<file path="config.mk">
export PLATFORM = sky130hd
export DESIGN_NAME = onehot_decoder_seq
export DESIGN_NICKNAME = d
export VERILOG_FILES = /design/src/rtl/onehot_dec_pkg.sv /design/src/rtl/onehot_dec_core.sv /design/src/rtl/onehot_decoder_seq.sv
export SDC_FILE = /design/constraint.sdc
export NUM_CORES = 1
export LEC_CHECK = 0
export ABC_CLOCK_PERIOD_IN_PS = 1550
export BUFFER_PORTS_ARGS = -buffer_cell sky130_fd_sc_hd__buf_2
export CORE_MARGIN = 2
export CORE_UTILIZATION = 25
export CTS_CLUSTER_DIAMETER = 60
export DETAILED_ROUTE_END_ITERATION = 16
export PLACE_DENSITY_LB_ADDON = 0.15
export SLEW_MARGIN = 20
export SYNTH_ARGS = -nofsm -noshare
export SYNTH_HDL_FRONTEND = slang
export SYNTH_SLANG_ARGS = --single-unit
export TNS_END_PERCENT = 5
</file>
<file path="constraint.sdc">
create_clock -name clk -period 1.55 [get_ports clk]
set_input_delay 0.155 -clock clk [delete_from_list [all_inputs] [get_ports clk]]
set_output_delay 0.155 -clock clk [all_outputs]
set_load 0.005 [all_outputs]
</file>
<file path="src/rtl/onehot_dec_pkg.sv">
// onehot_dec_pkg
//   Shared types and constants for the sequential one-hot decoder.
//   - state_e     : controller states (IDLE / HOLD / SCAN)
//   - MODE_DECODE : mode input value selecting decode of sel
//   - MODE_SCAN   : mode input value selecting the walking-one scan
package onehot_dec_pkg;

  typedef enum logic [1:0] {
    IDLE = 2'd0,
    HOLD = 2'd1,
    SCAN = 2'd2
  } state_e;

  localparam logic MODE_DECODE = 1'b0;
  localparam logic MODE_SCAN   = 1'b1;

endpackage

</file>
<file path="src/rtl/onehot_dec_core.sv">
// onehot_dec_core
//   Purely combinational index to one-hot converter with range check.
//   Codes at or above NUM_OUT produce an all-zero vector and raise err,
//   so the output is always fully defined.
//   Ports:
//     idx    in  [SEL_W-1:0]     code to convert
//     onehot out [2**SEL_W-1:0]  1<<idx when idx < NUM_OUT, else 0
//     err    out                 idx >= NUM_OUT
module onehot_dec_core
  import onehot_dec_pkg::*;
#(
  parameter int SEL_W   = 3,
  parameter int NUM_OUT = 6
) (
  input  logic [SEL_W-1:0]      idx,
  output logic [2**SEL_W-1:0]   onehot,
  output logic                  err
);

  localparam int OUT_W = 2**SEL_W;

  // One comparator per output bit; bits at or above NUM_OUT are tied low
  // so an out-of-range code can never light a bit.
  genvar gi;
  generate
    for (gi = 0; gi < OUT_W; gi++) begin : g_bit
      if (gi < NUM_OUT) begin : g_legal
        assign onehot[gi] = (idx == SEL_W'(gi));
      end else begin : g_illegal
        assign onehot[gi] = 1'b0;
      end
    end
  endgenerate

  // With every code legal the range check collapses to a constant.
  generate
    if (NUM_OUT >= OUT_W) begin : g_full_range
      assign err = 1'b0;
    end else begin : g_partial_range
      assign err = ({1'b0, idx} >= (SEL_W+1)'(NUM_OUT));
    end
  endgenerate

endmodule

</file>
<file path="src/rtl/onehot_decoder_seq.sv">
// onehot_decoder_seq
//   Registered one-hot decoder with valid/ready handshakes on both sides
//   and an autonomous walking-one SCAN mode.
//   Ports:
//     clk        in   single clock, rising edge
//     rst        in   synchronous active-high reset
//     mode       in   0 = decode sel, 1 = scan through legal codes
//     in_valid   in   sel is valid
//     in_ready   out  block accepts sel this cycle (combinational)
//     sel        in   [SEL_W-1:0] code to decode
//     out_valid  out  res/err valid (registered)
//     out_ready  in   consumer accepts res
//     res        out  [2**SEL_W-1:0] registered one-hot result
//     err        out  registered code was >= NUM_OUT
module onehot_decoder_seq
  import onehot_dec_pkg::*;
#(
  parameter int SEL_W   = 3,
  parameter int NUM_OUT = 6
) (
  input  logic                  clk,
  input  logic                  rst,
  input  logic                  mode,
  input  logic                  in_valid,
  output logic                  in_ready,
  input  logic [SEL_W-1:0]      sel,
  output logic                  out_valid,
  input  logic                  out_ready,
  output logic [2**SEL_W-1:0]   res,
  output logic                  err
);

  localparam int                OUT_W    = 2**SEL_W;
  localparam logic [SEL_W-1:0]  LAST_IDX = SEL_W'(NUM_OUT - 1);

  // Refuse to build with an impossible code count.
  generate
    if (NUM_OUT < 1 || NUM_OUT > OUT_W) begin : g_bad_num_out
      $error("onehot_decoder_seq: NUM_OUT must be in 1..2**SEL_W");
    end
  endgenerate

  state_e              state_reg, state_next;
  logic [SEL_W-1:0]    idx_reg, idx_next;
  logic [OUT_W-1:0]    res_reg, res_next;
  logic                err_reg, err_next;
  logic                out_valid_reg, out_valid_next;

  logic                in_fire;
  logic                out_fire;
  logic [SEL_W-1:0]    scan_idx;
  logic [OUT_W-1:0]    sel_onehot, scan_onehot;
  logic                sel_err, scan_err;

  // A new sel is taken when empty, or in HOLD when the current result
  // leaves in the same cycle (back-to-back decode). SCAN never accepts.
  assign in_ready = (state_reg == IDLE) |
                    ((state_reg == HOLD) & out_ready & (mode == MODE_DECODE));

  assign in_fire  = in_valid & in_ready;
  assign out_fire = out_valid_reg & out_ready;

  // Next scan position: entering SCAN starts at 0, otherwise step with
  // wrap at the last legal code.
  assign scan_idx = (state_reg != SCAN) ? '0 :
                    (idx_reg == LAST_IDX) ? '0 : (idx_reg + SEL_W'(1));

  // One converter for the incoming code, one for the scan position.
  onehot_dec_core #(
    .SEL_W   (SEL_W),
    .NUM_OUT (NUM_OUT)
  ) u_sel_core (
    .idx     (sel),
    .onehot  (sel_onehot),
    .err     (sel_err)
  );

  onehot_dec_core #(
    .SEL_W   (SEL_W),
    .NUM_OUT (NUM_OUT)
  ) u_scan_core (
    .idx     (scan_idx),
    .onehot  (scan_onehot),
    .err     (scan_err)
  );

  // State and output registers; every output except in_ready is a flop.
  always_ff @(posedge clk) begin
    if (rst) begin
      state_reg     <= IDLE;
      idx_reg       <= '0;
      res_reg       <= '0;
      err_reg       <= 1'b0;
      out_valid_reg <= 1'b0;
    end else begin
      state_reg     <= state_next;
      idx_reg       <= idx_next;
      res_reg       <= res_next;
      err_reg       <= err_next;
      out_valid_reg <= out_valid_next;
    end
  end

  // Next-state logic. mode is only looked at in IDLE and SCAN; a pending
  // SCAN value is always delivered before dropping back to IDLE.
  always_comb begin
    state_next = state_reg;
    case (state_reg)
      IDLE: begin
        if (in_fire) begin
          state_next = HOLD;
        end else if (mode == MODE_SCAN) begin
          state_next = SCAN;
        end
      end
      HOLD: begin
        if (out_fire && !in_fire) begin
          state_next = IDLE;
        end
      end
      SCAN: begin
        if (out_fire && (mode == MODE_DECODE)) begin
          state_next = IDLE;
        end
      end
      default: state_next = IDLE;
    endcase
  end

  // Next values of the registered outputs and scan index.
  always_comb begin
    idx_next       = idx_reg;
    res_next       = res_reg;
    err_next       = err_reg;
    out_valid_next = out_valid_reg;
    case (state_reg)
      IDLE: begin
        if (in_fire) begin
          // Decode wins over scan when both are possible.
          res_next       = sel_onehot;
          err_next       = sel_err;
          out_valid_next = 1'b1;
        end else if (mode == MODE_SCAN) begin
          idx_next       = scan_idx;
          res_next       = scan_onehot;
          err_next       = scan_err;
          out_valid_next = 1'b1;
        end
      end
      HOLD: begin
        if (in_fire) begin
          // in_fire here implies out_fire: replace the leaving result.
          res_next       = sel_onehot;
          err_next       = sel_err;
          out_valid_next = 1'b1;
        end else if (out_fire) begin
          out_valid_next = 1'b0;
        end
      end
      SCAN: begin
        if (out_fire) begin
          if (mode == MODE_DECODE) begin
            out_valid_next = 1'b0;
          end else begin
            idx_next = scan_idx;
            res_next = scan_onehot;
            err_next = scan_err;
          end
        end
      end
      default: begin
        out_valid_next = 1'b0;
      end
    endcase
  end

  assign out_valid = out_valid_reg;
  assign res       = res_reg;
  assign err       = err_reg;

endmodule
</file>
==> flow_summary.ini <==
[run_status]
outcome = finished with violations
violations = setup timing

[yosys]
synth_flop_cell = dfxtp_1
synthDistinctLibCells = 37
yosys.area.top_type = dfxtp_1
syn-cell-area_sq_um = 998.5
synth_edf_count = 0
async_flop_share_pct = 0
syn-num-nets = 138
yosysSeqAreaShare_pct = 30.08
synth_cells = 126
yosysWarnings = 0
synth_top_area_share_pct = 30.08
synthTopCellsByArea = dfxtp_1 (30%), nor2_1 (6.8%), nor3_1 (5.5%)
ys_ff_latch = 15
postSynthAreaPerCell_sq_um = 7.924

[power_and_ir_drop]
p_per_area_mw_per_mm2 = 1152
total_power_w = 0.001738
power.leakage_nw = 0.5966
ir_drop_mv = 0.5161

[cts]
cts_tree = built
numCtsBuffers = 3
cts_root_buf = clkbuf_8
cts_sinks = 15
cts.clk_slew.worst_paths_ps = 70
htreeDepth = 1
cts_buffer_depth = 2
clock_latency_ps = 260
ctsHoldBuffers = 0

[global_routing]
grt_pass1_vias = 990
antenna_found_initial = 0
grt_pass1_wl_um = 4595
grt.total_usage_pct = 13.58
grt_max_degree = 16
overflow = 0

[timing]
skew_ps = 5.819
layout_setup_ws_ps = -53.21
rsz0062_at_grt = true
worst_slew_pin_slew_ps = 315.7
setup_viol = 3
period_minus_slack_ps = 1603
fin_hold_ws_ps = 259.4
slew_viol_final = 0
hold_viol = 0
fmax_ghz = 0.6238
fin_setup_tns_ps = -64.71
finalCritPeriodShare_pct = 103.4
relSlewSlack_pct = 78.93

[detailed_routing]
ant_nets = 0
routed_wl_um = 2877
num_vias = 1068
viasPerCell = 5.038
drcViolationCount = 0
dr.pass1.iters = 4
wire_per_inst_um = 13.57
drtIter0Drc = 42

[setup_path]
r2r_end = res[3]
arrival_ps = 1730
r2r_slack_ps = -50
worstReg2RegStart = state_reg[1]
cp-endpoint = res[3]
worst_setup_path_end_kind = register
worst_ep_required_time_ps = 1680
cp_max_fo = 6
crit_start = state_reg[1]
cp-start-kind = register
worstSetupPathType = reg2reg
rr_worst_depth = 8

[final_layout]
largest_reg_flops = 8
multiInputGateArea_sq_um = 809.5
antennaDiodeCount = 0
final_layout_size_suffix_gt1_share_pct = 43.90
seq_area_sq_um = 305.3
area_delta_synth_final_pct = 51.13
fin_nets = 177
n_fill_cell = 390

[floorplanning]
die-area_sq_mm = 0.004515
row_count = 22
ios = 19
start_util_pct = 26.67
core-area_sq_mm = 0.003744
die_h_um = 67.20
die_w_um = 67.20

[min_path]
hold_path_class = in2reg

[run]
maxCapViolCount = 0

[place]
io_buffers = 18
dpl.hpwl_um = 2103
gp_congestion = 0.7995
==> layer usage <==
| layer | track usage [%] | wire (um) | vias to the layer above |
|---|---|---|---|
| li1 | - | - | 542 |
| met1 | 18.17 | 1363 | 504 |
| met2 | 21.16 | 1390 | 17 |
| met3 | 2.500 | 72 | 5 |
| met4 | 6.122 | 51 | 0 |
| met5 | 0 | 0 | - |
==> layout by cell type, fill, tap and decap left out, drive strengths merged, types with 4 or more instances in the layout <==
master / netlist / final
a21oi: 7 / 7
buf: 4 / 39
dfxtp: 15 / 15
ha: 4 / 4
inv: 4 / 4
nand2: 13 / 13
nand3b: 4 / 4
nor2: 18 / 18
nor3: 11 / 11
o21ai: 5 / 5
==> logic make-up after synthesis <==
group	synth area share [%]
multiplexers	1.003
AND/OR/NAND/NOR	35.97
adder cells (fa/ha/maj)	5.013
flip-flops	30.08
buffers and inverters	4.511
AO/OA/AOI/OAI	23.43
==> Yosys cell counts (2+ instances only) <==
master,number
a21oi_1,7
a22oi_1,2
a32oi_1,3
and2b_1,2
buf_2,3
clkbuf_1,2
dfxtp_1,15
ha_1,4
inv_1,4
nand2_1,12
nand2b_1,3
nand3b_1,4
nand4_1,3
nand4b_1,2
nor2_1,18
nor2b_1,3
nor3_1,11
nor3b_1,3
nor4b_1,3
o21ai_0,3
o21ai_1,2
o22ai_1,2
==> worst min-delay path by stage <==
stage,from,endpoint,slack [ps],cells after the start
global route,rst,state_reg[1],270,2
CTS,in_valid,state_reg[0],260,3
floorplan,rst,res[6],230,1
finish,in_valid,state_reg[0],260,3
detailed placement,res[7],res[7],460,1
global placement,res[7],res[7],460,1
==> stage by stage <==
step	utilization, %	setup WS [ps]	area [sq um]	instances
after floorplan	-	-28.02	1079	126
after global placement	35.59	-78.92	1333	205
after detailed placement	35.59	-123.0	1333	205
after CTS	37.57	-39.37	1406	209
after global routing	40.31	-107.7	1509	212
final	40.31	-53.21	1509	212
==> layout make-up <==
cell class / instances / share of cell area (%)
clock inverter: 1 / 0.3317
clock buffer: 3 / 2.736
multi-input combinational: 101 / 53.65
tap: 48 / 3.980
inverter: 4 / 1.327
sequential: 15 / 20.23
timing repair buffer: 40 / 17.74
==> report_power, final <==
part,switching [W],total (W),internal (W)
sequential,0.0000573,0.000504,0.000446
combinational,0.000450,0.000901,0.000451
clock,0.000155,0.000334,0.000179
==> critical path, stage by stage (launching register included) <==
cell	delay, ps
dfxtp_2	340
buf_4	150
ha_4	180
buf_4	150
nor3b_4	150
a22oi_1	230
o32ai_2	120
nor2_1	110
nor3_1	50
==> timing repair <==
item,4_1_cts,5_1_grt
setup endpoints to repair,11,15
gates resized for setup,6,17
buffers inserted,0,3
hold endpoints to repair,0,0
pin swaps,6,15
(Power assumes the default switching activity.)
